**config.mk**
```make
export PLATFORM = sky130hd
export DESIGN_NAME = wfifo_src_arbiter
export DESIGN_NICKNAME = d
export VERILOG_FILES = /design/src/rtl/wfifo_src_arbiter.sv
export SDC_FILE = /design/constraint.sdc
export NUM_CORES = 1
export LEC_CHECK = 0
export BUFFER_PORTS_ARGS = -buffer_cell sky130_fd_sc_hd__buf_2
export CORE_ASPECT_RATIO = 0.9
export CORE_UTILIZATION = 30
export CTS_CLUSTER_SIZE = 20
export DETAILED_ROUTE_END_ITERATION = 8
export GPL_ROUTABILITY_DRIVEN = 0
export SETUP_SLACK_MARGIN = 0.4
export SLEW_MARGIN = 20
export SYNTH_ARGS = -nofsm -noshare
export SYNTH_HDL_FRONTEND = slang
export SYNTH_SLANG_ARGS = --single-unit
```
**constraint.sdc**
```tcl
create_clock -name wr_clk -period 3.8 [get_ports wr_clk]
set_input_delay 0.19 -clock wr_clk [delete_from_list [all_inputs] [get_ports wr_clk]]
set_output_delay 0.19 -clock wr_clk [all_outputs]
set_load 0.005 [all_outputs]
```
**src/rtl/wfifo_src_arbiter.sv**
```systemverilog
// Arbitrates NUM_SRC producers onto the single 16-bit wfifo write port, padding bursts to 8-beat words.
// Optional macro WFIFO_ARB_FIXED_PRIO_EN: lowest-index requester always wins (rr pointer held at 0).
`timescale 1ns/1ps

// state    | meaning
// ST_IDLE  | waiting for any request; winner latched here
// ST_LOAD  | wr_load high, downstream frame reset
// ST_FLUSH | wr_load low, waiting for the downstream reset to drain
// ST_XFER  | moving beats from the granted source
// ST_PAD   | filling the partial 128-bit word with PAD_WORD
// ST_ARB   | advance rr pointer, clear beat count
module wfifo_src_arbiter #(
  parameter int          NUM_SRC      = 2,
  parameter int          BURST_BEATS  = 64,
  parameter int          LOAD_CYCLES  = 4,
  parameter int          FLUSH_CYCLES = 24,
  parameter logic [15:0] PAD_WORD     = 16'h0000
) (
  input  logic                   wr_clk,
  input  logic                   rst_n,
  input  logic [NUM_SRC-1:0]     i_src_req,
  input  logic [NUM_SRC-1:0]     i_src_sof,
  input  logic [NUM_SRC-1:0]     i_src_valid,
  input  logic [16*NUM_SRC-1:0]  i_src_data,
  input  logic [NUM_SRC-1:0]     i_src_last,
  output logic [NUM_SRC-1:0]     o_src_ready,
  input  logic                   i_fifo_afull,
  output logic                   o_wr_en,
  output logic [15:0]            o_wrdata,
  output logic                   o_wr_load,
  output logic [1:0]             o_grant_id,
  output logic                   o_busy
);

  localparam int CNT_W   = $clog2(BURST_BEATS) + 1;
  localparam int TMR_MAX = (LOAD_CYCLES > FLUSH_CYCLES) ? LOAD_CYCLES : FLUSH_CYCLES;
  localparam int TMR_W   = $clog2(TMR_MAX + 1);
  localparam logic [CNT_W-1:0] CNT_BURST = CNT_W'(BURST_BEATS);
  localparam logic [TMR_W-1:0] TMR_LOAD  = TMR_W'(LOAD_CYCLES - 1);
  localparam logic [TMR_W-1:0] TMR_FLUSH = TMR_W'(FLUSH_CYCLES - 1);
  localparam logic [1:0]       LAST_SRC  = 2'(NUM_SRC - 1);

  typedef enum logic [2:0] {ST_IDLE, ST_LOAD, ST_FLUSH, ST_XFER, ST_PAD, ST_ARB} state_t;

  state_t            r_state, w_state_nxt;
  logic [1:0]        r_grant, w_grant_nxt;
  logic [1:0]        r_rr, w_rr_nxt;
  logic [CNT_W-1:0]  r_cnt, w_cnt_nxt;
  logic [TMR_W-1:0]  r_tmr, w_tmr_nxt;
  logic              r_wr_en, w_wr_en_nxt;
  logic [15:0]       r_wrdata, w_wrdata_nxt;
  logic              r_wr_load;

  logic              w_sel_valid, w_sel_last;
  logic [15:0]       w_sel_data;
  logic              w_found, w_win_sof;
  logic [1:0]        w_win;
  logic              w_accept;

  always_comb begin
    w_sel_valid = 1'b0;
    w_sel_last  = 1'b0;
    w_sel_data  = '0;
    for (int i = 0; i < NUM_SRC; i++) begin
      if (r_grant == 2'(i)) begin
        w_sel_valid = i_src_valid[i];
        w_sel_last  = i_src_last[i];
        w_sel_data  = i_src_data[16*i +: 16];
      end
    end
  end

  // Two passes: indices at/after the pointer first, then wrap to the low indices.
  always_comb begin
    w_found   = 1'b0;
    w_win     = '0;
    w_win_sof = 1'b0;
    for (int j = 0; j < NUM_SRC; j++) begin
      if (!w_found && (2'(j) >= r_rr) && i_src_req[j]) begin
        w_found   = 1'b1;
        w_win     = 2'(j);
        w_win_sof = i_src_sof[j];
      end
    end
    for (int j = 0; j < NUM_SRC; j++) begin
      if (!w_found && i_src_req[j]) begin
        w_found   = 1'b1;
        w_win     = 2'(j);
        w_win_sof = i_src_sof[j];
      end
    end
  end

  always_comb begin
    o_src_ready = '0;
    for (int i = 0; i < NUM_SRC; i++) begin
      o_src_ready[i] = (r_state == ST_XFER) && (r_grant == 2'(i)) && !i_fifo_afull;
    end
  end

  assign w_accept = (r_state == ST_XFER) && w_sel_valid && !i_fifo_afull;

  always_comb begin
    w_state_nxt  = r_state;
    w_grant_nxt  = r_grant;
    w_rr_nxt     = r_rr;
    w_cnt_nxt    = r_cnt;
    w_tmr_nxt    = r_tmr;
    w_wr_en_nxt  = 1'b0;
    w_wrdata_nxt = r_wrdata;
    case (r_state)
      ST_IDLE: begin
        if (w_found) begin
          w_grant_nxt = w_win;
          if (w_win_sof) begin
            w_state_nxt = ST_LOAD;
            w_tmr_nxt   = TMR_LOAD;
          end else begin
            w_state_nxt = ST_XFER;
          end
        end
      end
      ST_LOAD: begin
        if (r_tmr == '0) begin
          w_state_nxt = ST_FLUSH;
          w_tmr_nxt   = TMR_FLUSH;
        end else begin
          w_tmr_nxt = r_tmr - TMR_W'(1);
        end
      end
      ST_FLUSH: begin
        if (r_tmr == '0) w_state_nxt = ST_XFER;
        else             w_tmr_nxt   = r_tmr - TMR_W'(1);
      end
      ST_XFER: begin
        if (w_accept) begin
          w_wr_en_nxt  = 1'b1;
          w_wrdata_nxt = w_sel_data;
          w_cnt_nxt    = r_cnt + CNT_W'(1);
          if ((w_cnt_nxt == CNT_BURST) || w_sel_last)
            w_state_nxt = (w_cnt_nxt[2:0] == 3'd0) ? ST_ARB : ST_PAD;
        end
      end
      ST_PAD: begin
        if (!i_fifo_afull) begin
          w_wr_en_nxt  = 1'b1;
          w_wrdata_nxt = PAD_WORD;
          w_cnt_nxt    = r_cnt + CNT_W'(1);
          if (w_cnt_nxt[2:0] == 3'd0) w_state_nxt = ST_ARB;
        end
      end
      ST_ARB: begin
`ifdef WFIFO_ARB_FIXED_PRIO_EN
        w_rr_nxt = '0;
`else
        w_rr_nxt = (r_grant == LAST_SRC) ? 2'd0 : r_grant + 2'd1;
`endif
        w_cnt_nxt   = '0;
        w_state_nxt = ST_IDLE;
      end
      default: w_state_nxt = ST_IDLE;
    endcase
  end

  always_ff @(posedge wr_clk or negedge rst_n) begin
    if (!rst_n) begin
      r_state   <= ST_IDLE;
      r_grant   <= '0;
      r_rr      <= '0;
      r_cnt     <= '0;
      r_tmr     <= '0;
      r_wr_en   <= 1'b0;
      r_wrdata  <= '0;
      r_wr_load <= 1'b0;
    end else begin
      r_state   <= w_state_nxt;
      r_grant   <= w_grant_nxt;
      r_rr      <= w_rr_nxt;
      r_cnt     <= w_cnt_nxt;
      r_tmr     <= w_tmr_nxt;
      r_wr_en   <= w_wr_en_nxt;
      r_wrdata  <= w_wrdata_nxt;
      r_wr_load <= (w_state_nxt == ST_LOAD);
    end
  end

  assign o_wr_en    = r_wr_en;
  assign o_wrdata   = r_wrdata;
  assign o_wr_load  = r_wr_load;
  assign o_grant_id = r_grant;
  assign o_busy     = (r_state != ST_IDLE);

endmodule
```
=== Yosys cells after proc, flatten, opt, wreduce, memory -nomap -nowiden ===
Cells that the tools add are included.

* Magnitude comparators: 2
* Reductions and logical operators: 28
* Equality and inequality tests: 13
* Mux-type cells: 42
* Add/sub/neg operators: 3

{| class="wikitable"
|+ Operators by type and width
! kind !! number
|-
| $mux 16 || 4
|-
| $pmux 16 s2 || 1
|-
| $mux 3 || 7
|-
| $pmux 7 s3 || 1
|-
| $mux 5 || 4
|-
| $mux 1 || 16
|-
| $pmux 3 s5 || 1
|-
| $pmux 5 s3 || 1
|-
| $mux 7 || 2
|-
| $logic_and 1x1->1 || 11
|-
| $ne 2x2->1 const B || 5
|-
| $reduce_bool 3->1 || 3
|-
| $mux 2 || 4
|-
| $add 7x1->7 const B || 1
|-
| $eq 7x7->1 const B || 1
|-
| $eq 3x1->1 const B || 2
|-
| $eq 3x2->1 const B || 2
|-
| $eq 3x3->1 const B || 2
|-
| $logic_not 3->1 || 2
|-
| $reduce_and 3->1 || 2
|-
| $logic_not 5->1 || 1
|-
| $sub 5x1->5 const B || 1
|-
| $ge 1x2->1 const A || 2
|-
| $logic_not 1->1 || 4
|-
| other kinds (8) || 8
|}

* Input bits: 43
* Logic and storage cells: 96
* Register bits after elaboration: 37

=== Logic depth before layout (Yosys ltp) ===
Gate-level depths: netlist of run 1.

* Word-level depth: 17
* Gate-level depth with buffers: 8
* Mapped depth without buffers: 7

=== Least setup slack after synthesis of run 1 ===
Ideal clock, no wire load.

* Kind: register to register
* From: register r_tmr[0]
* To: register r_tmr[3]
* Setup time: 132 ps
* Stages on the path, launching flop included: 7
* Setup slack: 2126 ps
* Buffers on the path: 0
* Period minus slack after synthesis: 1674 ps
* Data arrival time: 1542 ps
* Cells stage by stage: dfrtp_1 -> inv_1 -> ha_1 -> or3b_1 -> or2_1 -> a211oi_1 -> a22oi_1

* Longest elaborated chain between the ends: 3
* Elaborated cells on any way between the ends: 7
* Those cells by class: add/sub (1); eq/ne (1); mux (3); reduce/logical (2)

{| class="wikitable"
|+ Ends and longest elaborated chain
! what !! RTL line !! source
|-
| start: declaration || 49 || <nowiki>logic [TMR_W-1:0] r_tmr, w_tmr_nxt;</nowiki>
|-
| start signal: assignment || 180 || <nowiki>r_tmr <= w_tmr_nxt;</nowiki>
|-
| $sub 5x1->5 / $logic_not 5->1 (equally long branches) || n/a ||
|-
| $mux 5 (tied with other cells) || 132 || <nowiki>if (r_tmr == '0) w_state_nxt = ST_XFER;</nowiki>
|-
| $pmux 5 s3 / $reduce_and 4->1 (equally long branches) || n/a ||
|}

Parallel ways exist; a longest one is shown, timed or not. The select of a mux whose other input is x is not followed.
A chain may end at the register's enable or synchronous reset.

=== Final worst setup path of run 1 ===
* From: register r_state[2]
* To: register r_state[0]

* Longest elaborated chain between the ends: 5
* Elaborated cells on any way between the ends: 9
* Those cells by class: eq/ne (4); mux (2); reduce/logical (3)

{| class="wikitable"
|+ Ends and longest elaborated chain
! what !! RTL line !! source
|-
| start: declaration || 45 || <nowiki>state_t r_state, w_state_nxt;</nowiki>
|-
| start signal: assignment || 176 || <nowiki>r_state <= w_state_nxt;</nowiki>
|-
| $eq 3x2->1 || 101, 111 ||
|-
| $logic_and 1x1->1 (2 in a row) || 101 || <nowiki>assign w_accept = (r_state == ST_XFER) && w_sel_valid && !i_fifo_afull;</nowiki>
|-
| $mux 3 || 136 || <nowiki>if (w_accept) begin</nowiki>
|-
| $pmux 3 s5 (*) || 111 || <nowiki>case (r_state)</nowiki>
|-
| via w_state_nxt[0] || 45 ||
|}

Mark *: on every way through the listed nets, which the timed path passes. The rest lies on a longest branch.

==> flow_metrics.env, run 1 <==
export IMPL_status="finished, violations left"
export IMPL_violations="negative hold slack"
export IMPL_cts_buffer_depth=2
export IMPL_antennaDiodeCount=0
export IMPL_antenna_found_initial=0
export IMPL_p_leak_nw=1.21
export IMPL_finalSetupViolations=0
export IMPL_cts_root_buffer="clkbuf_8"
export IMPL_post_cts_buffers=0
export IMPL_ir_worst_vdd_mv=0.266
export IMPL_reg2regPathDepth=4
export IMPL_relSlewSlack_pct=47.3
export IMPL_dp_final_hpwl_mm=3.37
export IMPL_drv_slew=0
export IMPL_cts_tree="yes"
export IMPL_tightest_slew_ns=0.791
export IMPL_r2r_slack_ns=1.63
export IMPL_min_path_type="input port to asynchronous set/reset pin"
export IMPL_cp_data_arrival_time_ns=2.33
export IMPL_crit_family="simple AND/OR/NAND/NOR gates"
export IMPL_grt_max_degree=36
export IMPL_clk_pin_slew_ns=0.08
export IMPL_dieArea_um2=6910
export IMPL_n_fill_cell=627
export IMPL_yosysSeqAreaShare_pct=44.4
export IMPL_synth_edf_count=0
export IMPL_ys_seq_elements=35
export IMPL_first_iter_violations=51
export IMPL_core_um2=6250
export IMPL_finalNonFillerCells=357
export IMPL_critical_path_class="flop to flop"
export IMPL_ant_nets=0
export IMPL_fin_crit_ns=2.17
export IMPL_path_max_fanout=19
export IMPL_grt_use_total_pct=14.7
export IMPL_first_pass_iters=4
export IMPL_htree_levels=2
export IMPL_async_flop_share_pct=100
export IMPL_synthCells=208
export IMPL_hold_slack_ns=-0.0164
export IMPL_wl_per_cell_um=12.6
export IMPL_rows=27
export IMPL_cts_buffers=5
export IMPL_insertion_delay_ns=0.29
export IMPL_yosys_warnings=0
export IMPL_power_density_nw_per_um2=727
export IMPL_critical_path_slowest_cell="or3_1"
export IMPL_synth_cell_types=45
export IMPL_syn_avg_cell_area_um2=9.49
export IMPL_grt_overflow=0
export IMPL_synthFlopType="dfrtp_1"
export IMPL_combinationalPowerShare_pct=41.0
export IMPL_seqPwrFrac_pct=36.8
export IMPL_setup_worst_path_end_class="flop"
export IMPL_r2r_end="r_state[0]"
export IMPL_final_hold_viol_count=35
export IMPL_p_sw_uw=683
export IMPL_path_buf_inv=0
export IMPL_clock_skew_ns=0.00597
export IMPL_cp_start_kind="flop"
export IMPL_post_cts_resized=0
export IMPL_drive_above_1_share_pct=30.4
export IMPL_grt_pass1_vias=1650
export IMPL_cap_violations=0
export IMPL_cell_internal_pwr_mw=1.12
export IMPL_rsz0062_at_grt="false"
export IMPL_die_h_um=79.0
export IMPL_path_cells="nand3b_2 -> or3_1 -> nor3_1 -> o21ai_0"
export IMPL_die_x_um=87.5
export IMPL_timing_rr_start="r_state[2]"
export IMPL_finalSetupTns_ns=0
export IMPL_critical_path_required_ns=3.96
export IMPL_clock_sinks=35
export IMPL_syn_to_final_growth_pct=25.9
export IMPL_syn_area_um2=1970
export IMPL_dp_cells=349
export IMPL_clockPowerShare_pct=22.2
export IMPL_slowest_delay_ns=0.67
export IMPL_initial_utilization_pct=31.6
export IMPL_finalWirelength_mm=4.51
export IMPL_ios=66
export IMPL_via_count=1714
export IMPL_drc=0
export IMPL_port_buffers=64
export IMPL_syn_num_nets=254
export IMPL_max_freq_mhz=460
export IMPL_swShare_pct=37.8
export IMPL_vias_per_cell=4.80
export IMPL_fin_crit_sh_pct=57.2
export IMPL_grt_pass1_wl_mm=7.80
export IMPL_nets=315
export IMPL_hold_buffers=0
-- cell usage after synthesis, types with 3 or more instances --
master | n | share of area (%)
nor2_1 | 6 | 1.1
nor3b_1 | 3 | 1.1
dfrtp_1 | 35 | 44
nor3_1 | 5 | 1.3
a31oi_1 | 5 | 1.6
mux2i_1 | 21 | 11
buf_2 | 4 | 1.0
nand2_1 | 27 | 5.1
nand2b_1 | 4 | 1.3
inv_1 | 8 | 1.5
nor2b_1 | 4 | 1.3
o21ai_1 | 12 | 3.0
a21oi_1 | 12 | 3.0
o21ai_0 | 16 | 4.1
or3_1 | 3 | 0.95
clkbuf_1 | 4 | 0.76
ha_1 | 3 | 1.9
-- stage by stage --
stage	cell area [um^2]	utilization [%]	power (mW)	setup WS [ns]	hold WS, ns
floorplan	1970	-	1.18	2.13	-0.106
CTS	2490	39.8	1.83	1.62	0.00633
global route	2490	39.8	1.97	1.43	0.0423
detailed placement	2350	37.6	1.42	1.62	0.327
finish	2490	39.8	1.81	1.63	-0.0164
global placement	2350	37.6	1.40	1.70	0.315
-- area by class of cell --
class	count	area, um^2	share of cell area [%]
Clock buffer	5	68.8	2.77
Clock inverter	3	67.6	2.72
Inverter	9	33.8	1.36
Multi-Input combinational cell	153	1000	40.4
Sequential cell	35	876	35.2
Tap cell	87	109	4.38
Timing Repair Buffer	65	328	13.2
-- worst max path at each step --
stage,from,endpoint,slack (ns),depth (start not counted)
6_report,r_state[2],r_state[0],1.63,4
5_1_grt,o_grant_id[0],r_cnt[3],1.43,7
4_1_cts,o_grant_id[0],r_cnt[3],1.62,7
3_5_place_dp,o_grant_id[0],r_cnt[3],1.62,7
3_3_place_gp,r_state[2],r_cnt[6],1.70,5
2_1_floorplan,r_tmr[0],r_tmr[3],2.13,6
-- sequential cells by signal (all words and copies together) (netlist names) --
| name | flops |
|---|---|
| o_wrdata | 16 |
| r_tmr | 5 |
| o_wr_en | 1 |
| r_cnt | 7 |
| o_grant_id | 1 |
| o_wr_load | 1 |
| r_state | 3 |
| r_rr | 1 |
-- power by group through the flow --
stage	clock network (mW)	logic, mW	registers, mW
detailed placement	0	0.750	0.669
finish	0.401	0.741	0.664
global placement	0	0.732	0.668
global route	0.439	0.842	0.690
CTS	0.417	0.750	0.663
floorplan	0	0.549	0.633
-- cells in the final DEF (no fill, tap or decap), types with 2 or more instances in the layout --
cell,synthesis,final
and3_1,2,2
nand2_1,27,27
a21oi_1,12,12
inv_1,8,8
ha_1,3,3
mux2i_1,21,21
clkbuf_8,0,5
nand3_1,2,2
dfrtp_1,35,35
or2_1,2,2
nor2_1,6,6
a32oi_1,2,2
a21o_1,2,2
nor3_1,5,5
o21ai_0,16,16
nor3b_1,3,3
bufinv_16,0,2
a22oi_1,2,2
nand2b_1,4,4
and2_1,2,2
buf_2,4,64
a31oi_1,5,5
or3_1,3,3
o21ai_1,12,12
nor2b_1,4,4
-- logic make-up after synthesis --
logic type | count (synthesis) | synth area share (%)
other cells | 1 | 0.190
fa+ha+maj | 3 | 1.90
simple gates | 65 | 17.0
flops | 35 | 44.4
buf+inv | 20 | 4.82
xor+xnor | 1 | 0.444
mux | 21 | 10.6
compound gates | 62 | 20.7
-- layer usage --
metal / global-route usage (%) / part of all wire (%)
met5: 0 / 0
met4: 4.92 / 1.2
met3: 3.85 / 4.4
met2: 23.6 / 45
met1: 19.1 / 49
Note: power is estimated with default switching activity, not from simulation.
==> run 2, diff against run 1 <==
ABC_AREA = 1   (was unset)
clock period = 2 ns   (was 3.8 ns; I/O delays follow)
==> run 2 against run 1 <==
  * The run now ends clean
  * Design area grew 5.1%
  * Clock power up 24%
  * Hold slack gained 0.093 ns
  * Synthesized cell count rose by 11%
  * Sequential power rose by 87%
  * Sequential cell count did not move
  * Wire length decreased by 3.3%
  * Register-to-register slack worse by 1.2 ns
  * Utilization rose by 2.2 points
  * Count of clock-buffer cells in the layout rose by 1
  * First-iteration DRC count unchanged
  * Largest power group unchanged
==> flow_metrics.env, run 2 <==
export IMPL_dp_final_hpwl_mm=3.04
export IMPL_drc=0
export IMPL_die_h_um=78.5
export IMPL_first_pass_iters=4
export IMPL_cp_data_arrival_time_ns=1.77
export IMPL_hold_path_end="o_wrdata[14]"
export IMPL_cp_start_kind="flop"
export IMPL_yosysSeqAreaShare_pct=44.8
export IMPL_yosys_warnings=0
export IMPL_syn_num_nets=276
export IMPL_dp_cells=376
export IMPL_ir_worst_vdd_mv=0.432
export IMPL_cts_buffers=5
export IMPL_clock_sinks=35
export IMPL_antennaDiodeCount=0
export IMPL_drive_above_1_share_pct=38.2
export IMPL_rsz0062_at_grt="true"
export IMPL_htree_levels=2
export IMPL_finalWirelength_mm=4.36
export IMPL_min_path_type="input port to flop"
export IMPL_fin_crit_ns=1.60
export IMPL_cts_root_buffer="clkbuf_8"
export IMPL_grt_pass1_vias=1590
export IMPL_min_path_cells=3
export IMPL_synth_area_leader_cell="dfrtp_1"
export IMPL_r2r_slack_ns=0.40
export IMPL_cts_buffer_depth=2
export IMPL_relSlewSlack_pct=48.3
export IMPL_initial_utilization_pct=31.4
export IMPL_tightest_slew_ns=0.775
export IMPL_timing_rr_start="r_cnt[0]"
export IMPL_p_leak_nw=1.32
export IMPL_wl_per_cell_um=11.0
export IMPL_insertion_delay_ns=0.28
export IMPL_r2r_end="o_wr_load"
export IMPL_synthCells=230
export IMPL_fin_crit_sh_pct=79.8
export IMPL_critical_path_class="flop to flop"
export IMPL_antenna_found_initial=0
export IMPL_clock_skew_ns=0.00672
export IMPL_core_um2=6220
export IMPL_grt_max_degree=36
export IMPL_syn_to_final_growth_pct=33.8
export IMPL_synth_most_common_cell="nand2_1"
export IMPL_largest_reg_flops=16
export IMPL_place_area_um2=2350
export IMPL_synth_top_area_share_pct=44.8
export IMPL_synth_cell_types=37
export IMPL_ant_nets=0
export IMPL_post_route_util_pct=42.0
export IMPL_port_buffers=64
export IMPL_reg2regPathDepth=11
export IMPL_max_freq_mhz=627
export IMPL_synthTopCellsByCount="nand2_1, dfrtp_1, inv_1, mux2i_1, o21ai_0"
export IMPL_cts_tree="yes"
export IMPL_ys_top_cells_by_area="dfrtp_1, nand2_1, mux2i_1"
export IMPL_grt_overflow=0
export IMPL_critical_path_required_ns=2.17
export IMPL_finalPower_mw=3.60
export IMPL_finalSetupTns_ns=0
export IMPL_grt_pass1_wl_mm=6.87
export IMPL_synth_edf_count=0
export IMPL_finish_instance_area_um2=2610
export IMPL_status="finished clean"
export IMPL_setup_worst_path_end_class="flop"
export IMPL_ios=66
export IMPL_final_hold_viol_count=0
export IMPL_finalNonFillerCells=396
export IMPL_path_max_fanout=4
export IMPL_async_flop_share_pct=100
export IMPL_nets=354
export IMPL_power_density_nw_per_um2=1380
export IMPL_ys_seq_elements=35
export IMPL_synthFlopType="dfrtp_1"
export IMPL_syn_avg_cell_area_um2=8.49
export IMPL_first_iter_violations=51
export IMPL_n_fill_cell=637
export IMPL_die_x_um=87.1
export IMPL_layout_commonest_cell="buf_2"
export IMPL_layout_common_cells="buf_2, nand2_1, dfrtp_1"
export IMPL_dieArea_um2=6840
export IMPL_clk_pin_slew_ns=0.07
export IMPL_drv_slew=0
export IMPL_rows=27
export IMPL_syn_area_um2=1950
export IMPL_via_count=1760
export IMPL_grt_use_total_pct=13.0
export IMPL_vias_per_cell=4.44
export IMPL_hp_start="i_src_data[14]"
export IMPL_cap_violations=0
export IMPL_finalSetupViolations=0
[run 2: through the flow]
stage	setup WS [ns]	hold WS, ns
floorplan	0.491	-0.196
global placement	0.173	0.227
detailed placement	0.128	0.240
CTS	0.395	0.0737
global route	0.297	0.0880
finish	0.405	0.0767
[run 2: final cells by class]
type                            count  area (um^2)  area share [%]
Sequential cell                    35          877            33.6
Tap cell                           87          109            4.17
Timing Repair Buffer               77          454            17.4
Clock inverter                      2         12.5           0.479
Clock buffer                        6         72.6            2.78
Multi-Input combinational cell    162          982            37.6
Inverter                           27          105            4.02
[run 2: metal layers]
metal / wire length [um] / track usage [%] / vias up
li1: - / - / 903
met1: 2030 / 16.4 / 811
met2: 2070 / 20.9 / 41
met3: 191 / 3.26 / 5
met4: 59 / 5.50 / 0
met5: 0 / 0 / -
[run 2: how the worst max path moves through the flow]
stage             start   endpoint  slack, ns  cells after the start
2_1_floorplan  r_cnt[0]  o_wr_load       0.49                     11
3_3_place_gp   r_tmr[0]   r_tmr[2]       0.17                      8
3_5_place_dp   r_tmr[0]   r_tmr[2]       0.13                      8
4_1_cts        r_tmr[0]   r_tmr[2]       0.40                      9
5_1_grt        r_tmr[0]   r_tmr[2]       0.30                      9
6_report       r_cnt[0]  o_wr_load       0.40                     11
[run 2: kinds of logic (layout without fill, tap and decap cells)]
| kind of cell | after synthesis | in the layout | synth area share, % |
|---|---|---|---|
| XOR/XNOR | 2 | 2 | 0.897 |
| AND/OR/NAND/NOR | 100 | 100 | 23.4 |
| AO/OA/AOI/OAI | 39 | 39 | 12.4 |
| flip-flops | 35 | 35 | 44.8 |
| adder cells (fa/ha/maj) | 3 | 3 | 1.92 |
| buffers and inverters | 33 | 112 | 7.62 |
| other | 1 | 1 | 0.192 |
| multiplexers | 17 | 17 | 8.71 |
[run 2: timing repair]
item | CTS | global route
pin swaps | 2 | 12
cloned | 0 | 1
gates resized for setup | 5 | 12
hold buffers | 1 | 0
endpoints found under the hold margin | 35 | 0
setup endpoints to repair | 10 | 8
buffers inserted | 7 | 3
[run 2: power by group]
group          internal, mW  switching, mW  total [mW]
clock                 0.243          0.254       0.497
sequential             1.01          0.229        1.24
combinational         0.880          0.976        1.86
[run 2: worst max-delay path, cell delays in order (launching register included)]
cell and delay [ns]:
dfrtp_2 0.43, ha_4 0.18, nand2_1 0.09, nand2_2 0.07, nor2_2 0.12, nand2_1 0.06
nor2_1 0.08, nand2_1 0.07, nand2_1 0.07, nand2_2 0.08, a21oi_2 0.17, nor2_1 0.06
==> run 3, diff against run 2 <==
clock period = 1.6 ns   (was 2 ns; I/O delays follow)
==> run 3 against run 2 <==
  * The flow now finishes with violations (negative setup slack)
  * Global-route usage rose by 4.0 points
  * Highest routed layer unchanged
  * Cell count rose by 11%
  * Clock power rose by 61%
  * Count of clock-buffer cells in the layout did not move
  * Combinational power rose by 93%
  * Hold slack got worse by 0.020 ns
  * Critical path depth rose by 1
  * Wire length rose by 31%
==> flow_metrics.env, run 3 (synthesis results as in run 2) <==
export IMPL_nets=397
export IMPL_place_worst_setup_slack_ns=-0.0886
export IMPL_clk_pin_slew_ns=0.08
export IMPL_dieArea_um2=6840
export IMPL_rsz0062_at_grt="true"
export IMPL_antennaDiodeCount=0
export IMPL_drv_slew=0
export IMPL_finalWirelength_mm=5.72
export IMPL_clock_sinks=35
export IMPL_cap_violations=0
export IMPL_p_leak_nw=1.64
export IMPL_status="finished, violations left"
export IMPL_clock_skew_ns=0.00842
export IMPL_violations="negative setup slack"
export IMPL_setup_ws_ns=-0.0548
export IMPL_die_h_um=78.5
export IMPL_fin_crit_sh_pct=103
export IMPL_drc=0
export IMPL_post_route_util_pct=54.5
export IMPL_n_fill_cell=566
export IMPL_r2r_end="r_state[2]"
export IMPL_insertion_delay_ns=0.30
export IMPL_critical_path_required_ns=1.84
export IMPL_max_freq_mhz=604
export IMPL_reg2regPathDepth=12
export IMPL_setup_worst_path_end_class="flop"
export IMPL_syn_to_final_growth_pct=73.4
export IMPL_cts_root_buffer="clkbuf_8"
export IMPL_layout_common_cells="buf_2, nand2_1, dfrtp_1"
export IMPL_grt_use_total_pct=17.0
export IMPL_timing_rr_start="r_cnt[0]"
export IMPL_dp_cells=393
export IMPL_via_count=1991
export IMPL_largest_reg_flops=16
export IMPL_fin_crit_ns=1.65
export IMPL_path_max_fanout=5
export IMPL_ant_nets=0
export IMPL_htree_levels=2
export IMPL_power_density_nw_per_um2=1780
export IMPL_first_iter_violations=49
export IMPL_cts_buffer_depth=2
export IMPL_hold_path_end="o_wrdata[7]"
export IMPL_wl_per_cell_um=13.0
export IMPL_cts_tree="yes"
export IMPL_grt_max_degree=16
export IMPL_r2r_slack_ns=-0.05
export IMPL_layout_commonest_cell="buf_2"
export IMPL_antenna_found_initial=0
export IMPL_die_x_um=87.1
export IMPL_initial_utilization_pct=31.4
export IMPL_cp_start_kind="flop"
export IMPL_drive_above_1_share_pct=61.1
export IMPL_grt_pass1_wl_mm=8.96
export IMPL_vias_per_cell=4.54
export IMPL_rows=27
export IMPL_core_um2=6220
export IMPL_dp_final_hpwl_mm=3.59
export IMPL_grt_overflow=0
export IMPL_finalSetupViolations=2
export IMPL_ios=66
export IMPL_finalNonFillerCells=439
export IMPL_final_hold_viol_count=0
export IMPL_cp_data_arrival_time_ns=1.89
export IMPL_cts_buffers=5
export IMPL_hp_start="i_src_data[7]"
export IMPL_port_buffers=64
export IMPL_min_path_cells=3
export IMPL_critical_path_class="flop to flop"
export IMPL_min_path_type="input port to flop"
export IMPL_grt_pass1_vias=1987
export IMPL_ir_worst_vdd_mv=0.761
export IMPL_first_pass_iters=4
==> run 3: per-stage QoR <==
| step | setup TNS, ns | hold WS [ns] | instance area (um^2) | total power, mW |
|---|---|---|---|---|
| after CTS | 0 | 0.0590 | 3110 | 5.50 |
| after global placement | -0.0380 | -0.0332 | 2510 | 3.68 |
| after detailed placement | -0.149 | -0.0341 | 2510 | 3.72 |
| after floorplan | 0 | -0.216 | 1990 | 2.99 |
| final | -0.0919 | 0.0563 | 3390 | 6.02 |
| after global routing | -0.523 | 0.0674 | 3390 | 6.46 |
==> run 3: power by group <==
part           internal (mW)  total (mW)  switching, mW
combinational           1.88        3.59           1.71
clock                  0.465       0.799          0.334
sequential              1.26        1.63          0.366
total                   3.60        6.02           2.41
==> run 3: timing repair <==
item	CTS	global route
endpoints found under the setup margin	38	39
gates cloned	6	0
hold buffers	1	0
endpoints found under the hold margin	35	0
buffers inserted	23	8
pin swaps	34	20
gates resized for setup	69	61
==> run 3: worst max-delay path by stage <==
stage,start,endpoint,slack (ns)
final,r_cnt[0],r_state[2],-0.05
after global routing,r_cnt[0],r_state[2],-0.16
after CTS,r_cnt[1],o_wr_load,0.04
after detailed placement,r_tmr[1],r_tmr[2],-0.09
after global placement,r_tmr[1],r_tmr[2],-0.04
after floorplan,r_cnt[0],o_wr_load,0.11
==> run 3: layout make-up <==
cell class / count / area (um^2) / share of cell area, %
multi-input combinational: 163 / 1270 / 37.5
sequential: 35 / 878 / 25.9
timing repair buffer: 116 / 851 / 25.1
inverter: 27 / 124 / 3.66
tap: 87 / 109 / 3.22
clock buffer: 6 / 72.6 / 2.14
timing repair inverter: 3 / 43.8 / 1.29
clock inverter: 2 / 37.5 / 1.11
==> run 3: worst max-delay path, cell delays in order, from the launching register on <==
cell     delay [ns]
dfrtp_1        0.42
buf_4          0.18
ha_1           0.15
inv_1          0.07
nor2_4         0.09
nand2_1        0.06
nor2_1         0.10
nand2_1        0.07
nand2_1        0.08
nand2_2        0.08
buf_4          0.14
buf_4          0.12
nand2_1        0.05
==> run 3: metal layers <==
metal / vias up / wire, um / GRT usage, %
met1: 945 / 2370 / 20.9
met2: 51 / 3050 / 29.5
met3: 5 / 262 / 3.58
li1: 990 / - / -
met5: - / 0 / 0
met4: 0 / 32 / 5.50
